`config.mk`:
```
export PLATFORM = sky130hd
export DESIGN_NAME = vreg_wb_arbiter
export DESIGN_NICKNAME = d
export VERILOG_FILES = /design/src/rtl/vreg_wb_arbiter.sv
export SDC_FILE = /design/constraint.sdc
export NUM_CORES = 1
export LEC_CHECK = 0
export ABC_AREA = 1
export BUFFER_PORTS_ARGS = -buffer_cell sky130_fd_sc_hd__buf_2
export CAP_MARGIN = 20
export CORE_AREA = 2 2 175 177
export CTS_BUF_LIST = sky130_fd_sc_hd__clkbuf_16
export CTS_CLUSTER_SIZE = 8
export DETAILED_ROUTE_END_ITERATION = 8
export DIE_AREA = 0 0 177 179
export PLACE_DENSITY = 0.54
export RECOVER_POWER = 25
export SYNTH_ARGS = -nofsm -noshare
export SYNTH_HDL_FRONTEND = slang
export SYNTH_SLANG_ARGS = --single-unit
export TNS_END_PERCENT = 10
```
`constraint.sdc`:
```
create_clock -name clk -period 1.7 [get_ports clk]
set_clock_uncertainty 0.1 [all_clocks]
set_input_delay 0.425 -clock clk [delete_from_list [all_inputs] [get_ports clk]]
set_output_delay 0.425 -clock clk [all_outputs]
set_load 0.02 [all_outputs]
```
`src/rtl/vreg_wb_arbiter.sv`:
```
// Vector register-file writeback arbiter: round-robin between ALU and load
// unit, one registered write per cycle, with pending-write scoreboard and hazard probe.
module vreg_wb_arbiter #(
  parameter int unsigned REGSIZE       = 16,
  parameter int unsigned VECTORSPERREG = 16,
  parameter int unsigned DATAWIDTH     = 8,
  parameter int unsigned REGSIZEINT    = 5
) (
  input  logic                                 clk,
  input  logic                                 rst_n,
  input  logic                                 issue_valid,
  input  logic [REGSIZEINT-1:0]                issue_rd,
  input  logic [REGSIZEINT-1:0]                chk_ra1,
  input  logic [REGSIZEINT-1:0]                chk_ra2,
  input  logic [REGSIZEINT-1:0]                chk_rd,
  output logic                                 hazard,
  input  logic                                 alu_valid,
  input  logic                                 mem_valid,
  input  logic [REGSIZEINT-1:0]                alu_rd,
  input  logic [REGSIZEINT-1:0]                mem_rd,
  input  logic [VECTORSPERREG*DATAWIDTH-1:0]   alu_wd,
  input  logic [VECTORSPERREG*DATAWIDTH-1:0]   mem_wd,
  output logic                                 alu_ready,
  output logic                                 mem_ready,
  output logic                                 we3,
  output logic [REGSIZEINT-1:0]                ra3,
  output logic [VECTORSPERREG*DATAWIDTH-1:0]   wd3,
  output logic [REGSIZE-1:0]                   pending,
  output logic                                 addr_err
);

  localparam int unsigned        WDW       = VECTORSPERREG * DATAWIDTH;
  localparam logic [REGSIZEINT:0] REG_LIMIT = (REGSIZEINT+1)'(REGSIZE);
  localparam logic               GRANT_ALU = 1'b0;
  localparam logic               GRANT_MEM = 1'b1;

  logic                  r_we3;
  logic [REGSIZEINT-1:0] r_ra3;
  logic [WDW-1:0]        r_wd3;
  logic [REGSIZE-1:0]    r_pending;
  logic                  r_addr_err;
  logic                  r_last_grant;

  logic                  w_alu_win;
  logic                  w_mem_win;
  logic                  w_acc;
  logic [REGSIZEINT-1:0] w_rd;
  logic [WDW-1:0]        w_wd;
  logic                  w_rd_ok;
  logic                  w_issue_ok;
  logic [REGSIZE-1:0]    w_set;
  logic [REGSIZE-1:0]    w_clr;
  logic                  w_err;

  // Out-of-range addresses simply match no scoreboard bit.
  function automatic logic f_pend(input logic [REGSIZE-1:0]    p,
                                  input logic [REGSIZEINT-1:0] a);
    logic r;
    r = 1'b0;
    for (int i = 0; i < int'(REGSIZE); i++) begin
      if (a == REGSIZEINT'(i)) r = p[i];
    end
    return r;
  endfunction

  // Round-robin: on contention the requester not granted last time wins.
  always_comb begin
    w_alu_win = alu_valid & (~mem_valid | (r_last_grant == GRANT_MEM));
    w_mem_win = mem_valid & (~alu_valid | (r_last_grant == GRANT_ALU));
    w_acc     = w_alu_win | w_mem_win;
    w_rd      = w_alu_win ? alu_rd : mem_rd;
    w_wd      = w_alu_win ? alu_wd : mem_wd;
  end

  always_comb begin
    w_rd_ok    = {1'b0, w_rd} < REG_LIMIT;
    w_issue_ok = {1'b0, issue_rd} < REG_LIMIT;
    w_err      = (issue_valid & ~w_issue_ok) | (w_acc & ~w_rd_ok);
    w_set      = '0;
    w_clr      = '0;
    for (int i = 0; i < int'(REGSIZE); i++) begin
      w_set[i] = issue_valid & (issue_rd == REGSIZEINT'(i));
      w_clr[i] = w_acc & (w_rd == REGSIZEINT'(i));
    end
  end

  always_comb begin
    hazard = f_pend(r_pending, chk_ra1) | f_pend(r_pending, chk_ra2) |
             f_pend(r_pending, chk_rd);
  end

  always_ff @(posedge clk or negedge rst_n) begin
    if (!rst_n) begin
      r_we3        <= 1'b0;
      r_ra3        <= '0;
      r_wd3        <= '0;
      r_pending    <= '0;
      r_addr_err   <= 1'b0;
      r_last_grant <= GRANT_MEM;
    end else begin
      r_we3 <= w_acc & w_rd_ok;
      if (w_acc & w_rd_ok) begin
        r_ra3 <= w_rd;
        r_wd3 <= w_wd;
      end
      if (w_acc) r_last_grant <= w_mem_win ? GRANT_MEM : GRANT_ALU;
      // Set after clear: a new producer outranks a retiring one.
      r_pending <= (r_pending & ~w_clr) | w_set;
      if (w_err) r_addr_err <= 1'b1;
    end
  end

  assign alu_ready = w_alu_win;
  assign mem_ready = w_mem_win;
  assign we3       = r_we3;
  assign ra3       = r_ra3;
  assign wd3       = r_wd3;
  assign pending   = r_pending;
  assign addr_err  = r_addr_err;

endmodule

```
Word-level counts from Yosys, hierarchy flattened:

Cells that the tools add are included.

* order comparisons: 2
* eq/ne operators: 75
* muxes and demuxes: 51
* bitwise gates (word level): 51
* reductions and logical operators: 5

Operator list (count)
* $eq A5 B4 Y1 const B: 40
* $mux W128: 1
* $eq A5 B3 Y1 const B: 20
* $eq A5 B2 Y1 const B: 10
* $mux W1: 49
* $and A1 B1 Y1: 37
* $eq A5 B1 Y1 const B: 5
* $logic_not A5 Y1: 5
* $and A16 B16 Y16: 1
* $not A16 Y16: 1
* $or A16 B16 Y16: 1
* $lt A5 B5 Y1 const B: 2
* $or A1 B1 Y1: 6
* $mux W5: 1
* $not A1 Y1: 5

* flip-flop bits (word level): 152
* input bits: 291
* output and inout bits: 154
* logic and storage cells: 190

Longest topological paths before layout:

* word-level depth: 19
* mapped depth: 12
* depth with buffers taken out: 12

Worst setup path after synthesis:

Ideal clock, no wire load.

* path type: in2out
* start: input chk_ra2[0]
* end: output hazard
* arrival time: 1.408 ns
* data required time: 1.175 ns
* setup slack: -0.233 ns
* cell stages on the path: 10
* path buffers: 1
* path through: clkbuf_2 -> inv_1 -> nand3_1 -> o21ai_0 -> o21ai_0 -> nand2_1 -> nand2_1 -> nand4_1 -> nor2_1 -> nand3_1

* longest elaborated chain between the ends: 19
* elaborated cells on any way between the ends: 34

Ends and longest elaborated chain
* from (decl): line 14 `input logic [REGSIZEINT-1:0] chk_ra2,`
* $logic_not A5 Y1: line 61 `if (a == REGSIZEINT'(i)) r = p[i];`
* $mux W1 (15 in series): line 61
* $mux W1 (*): line 61
* $or A1 B1 Y1 (*) (2 in series): line 88 `hazard = f_pend(r_pending, chk_ra1) | f_pend(r_pending, chk_ra2) |`
* to (decl): line 16 `output logic hazard,`

Mark *: on every way between the ends. The rest lies on a longest branch, timed or not.

Worst setup path after layout:

* start: register r_pending[6] (netlist: pending[6])
* end: output hazard

* longest elaborated chain between the ends: 12
* elaborated cells on any way between the ends: 32

Ends and longest elaborated chain
* from (decl): line 40 `logic [REGSIZE-1:0] r_pending;`
* from (signal assigned): line 108 `r_pending <= (r_pending & ~w_clr) | w_set;`
* $mux W1 (10 in series): line 61
* $or A1 B1 Y1: line 88
* $or A1 B1 Y1 (*): line 88

Marks and branches as above.

==> results.toml <==
[setup_path]
crit_buf_inv = 2
slowest_stage = "dfrtp_2"
crit_chain = "inv_2 > nand2_2 > nand3_2 > nand2_1 > nor2_1 > nor2_1 > nand2_1 > nand4_1 > nor2_2 > nand3_2 > buf_6"
path_delay_family = "simple AND/OR/NAND/NOR gates"
crit_fanout = 4
critical_path_class = "flop to output port"
critical_path.max_stage_delay_ps = 460
ff2ff_path_depth = 11
r2r_setup_slack_ps = -220
required_ps = 1170
crit_path_end_kind = "output port"
crit_path_start_kind = "flop"
reg2reg_to = "pending[10]"
r2r_start = "r_last_grant"
worstPathArrival_ps = 1760

[power]
vdd_ir_drop_max_mv = 0.772
p_leak_nw = 7.06
powerDensity_mw_per_mm2 = 1170

[route]
met2_length_um = 14800
drc = 0
drt-initial-drc-count = 318
firstDrtPassIters = 5
num_vias = 8715
top_layer = "met4"
vias_per_cell = 4.33
wl_met1_um = 12800
routedWlPerCell_um = 14.9
ant_nets = 0
route.met3.wl_um = 1590
drt_wl_total_um = 30100

[cells_and_area]
diodes = 0
nNetsFinal = 1897
fillers = 3110
drive_gt1_frac = 0.440
area.growth.synth_to_final_pct = 62.2

[die]
start_util = 0.266
rows = 64
num_io_pins = 445
die_h_um = 179
die_x_um = 177
fp.coreArea_mm2 = 0.0300
dieArea_mm2 = 0.0317

[synthesis]
synth_most_common_cell = "nand2_1"
yosysWarnings = 0
synthDistinctLibCells = 26
ys_ff_latch = 152
synth_top_area_cell = "dfrtp_1"
yosys_most_used_dff = "dfrtp_1"
synth_area_mm2 = 0.00799
synthArstFlopShare = 1.00
netlist_top_cells_count = "nand2_1, inv_1, o21ai_0"
synth_top_area_frac = 0.473
synth_edf_count = 0
synth_fp_nets = 1380
ys_seq_area_frac = 0.476
synth.top_cells.by_area = "dfrtp_1, nand2_1, o21ai_0"
syn_area_per_cell_um2 = 7.33
synthCells = 1089

[hold_path]
hold_class = "primary input to flop"
hp-start = "issue_rd[0]"
hold-path-endpoint = "pending[2]"
min_path_cells = 2

[clock_tree]
cts_tree = "built"
cts_buffers = 17
clkSinkCount = 152
clk_latency_ps = 410
h-tree-depth = 4
cts_buffer_depth = 2
clock-root-buffer = "clkbuf_16"
path_clk_slew_ps = 70

[sta]
grt_setup_unrepaired = "true"
fmax_mhz = 437
setup_slack_ps = -587
slew_viol_final = 0
hold_viol = 0
final.setup.tns_ps = -25500
maxSlewHeadroom = 0.259
setup_viol = 152
worst_pin_slew_ps = 1110
period_needed_ps = 2290
fin_crit_sh = 1.35

[global_routing]
grt_pass1_wl_um = 44100
grt_max_degree = 69
globalRouteOverflowTotal = 0
grt_pass1_vias = 8252
grt_antenna_before_repair = 1
grt.total_usage = 0.183

[placement]
post-place-ws_ps = -467
gp_congestion = 0.887
dp_hpwl_um = 22800
port-buffer-count = 444

[flow_run]
cap_violations = 0

[run_status]
status = "finished, violations left"
violations = "setup timing"
-- layer usage --
metal	vias to the layer above	GRT usage
li1	4494	-
met1	3890	0.226
met2	289	0.315
met3	42	0.0339
met4	0	0.0702
met5	-	0
-- kinds of logic after synthesis --
group / count (synthesis) / synth area share
flops: 152 / 0.476
compound gates: 320 / 0.206
buf+inv: 236 / 0.130
simple gates: 381 / 0.188
-- worst register-to-register path, stage by stage (launching register included) --
cell,delay (ps)
dfstp_2,550
nand2_2,70
o21ai_4,80
buf_6,160
nand2_4,60
o21ai_4,90
nand2_8,110
buf_6,140
nor2_4,140
nand2_4,90
o21ai_1,120
o21ai_0,90
-- per-stage QoR --
step / hold WS (ps) / area (um2) / utilization / power (mW) / std cells
finish: 154 / 13000 / 0.431 / 15.1 / 2015
detailed placement: 275 / 11100 / 0.370 / 10.3 / 1949
floorplan: 29.4 / 8040 / - / 7.87 / 1089
global placement: 270 / 11100 / 0.370 / 10.2 / 1949
CTS: 124 / 12600 / 0.419 / 15.0 / 2008
global route: 145 / 13000 / 0.431 / 16.0 / 2015
-- how the worst max path moves through the flow --
stage,startpoint,to,slack (ps),cells past startpoint
2_1_floorplan,chk_ra2[0],hazard,-80,11
3_3_place_gp,chk_rd[0],hazard,-440,10
3_5_place_dp,chk_rd[0],hazard,-470,10
4_1_cts,pending[4],hazard,-600,8
5_1_grt,pending[8],hazard,-710,11
6_report,pending[6],hazard,-590,11
-- power by group --
part           switching, mW  internal, mW
clock                   1.85          2.14
combinational           3.52          2.46
sequential             0.638          4.52
-- layout make-up --
| cell class | instances | area [um2] | share of cell area |
|---|---|---|---|
| clock buffer | 17 | 425 | 0.0328 |
| clock inverter | 15 | 205 | 0.0158 |
| inverter | 175 | 664 | 0.0513 |
| multi-input combinational | 701 | 3580 | 0.276 |
| sequential | 152 | 3810 | 0.294 |
| tap | 396 | 495 | 0.0382 |
| timing repair buffer | 559 | 3780 | 0.292 |
-- cell usage in the layout, fill, tap and decap left out, drive strengths merged --
| cell | count |
|---|---|
| buf | 552 |
| nand2 | 326 |
| o21ai | 304 |
| inv | 180 |
| dfrtp | 151 |
| nand3 | 24 |
| clkbuf | 21 |
| nor2 | 19 |
| nand4 | 9 |
| clkinv | 9 |
| a21oi | 7 |
| o31ai | 4 |
| o211ai | 4 |
| bufbuf | 2 |
| nor4 | 1 |
| nor3 | 1 |
| or2 | 1 |
| o41ai | 1 |
| bufinv | 1 |
| dlygate4sd3 | 1 |
| dfstp | 1 |
-- timing repair --
action,4_1_cts,5_1_grt
buffers inserted,14,4
gates resized for setup,123,99
cloned,12,4
hold buffers,1,0
endpoints found under the hold margin,31,0
endpoints found under the setup margin,156,158
pin swaps,8,9
-- flip-flops by register name, indices dropped and copies added (netlist names) --
register and flops:
pending 16, addr_err 1, we3 1, ra3 5
wd3 128, r_last_grant 1
Power figures use the tool's default switching activity.
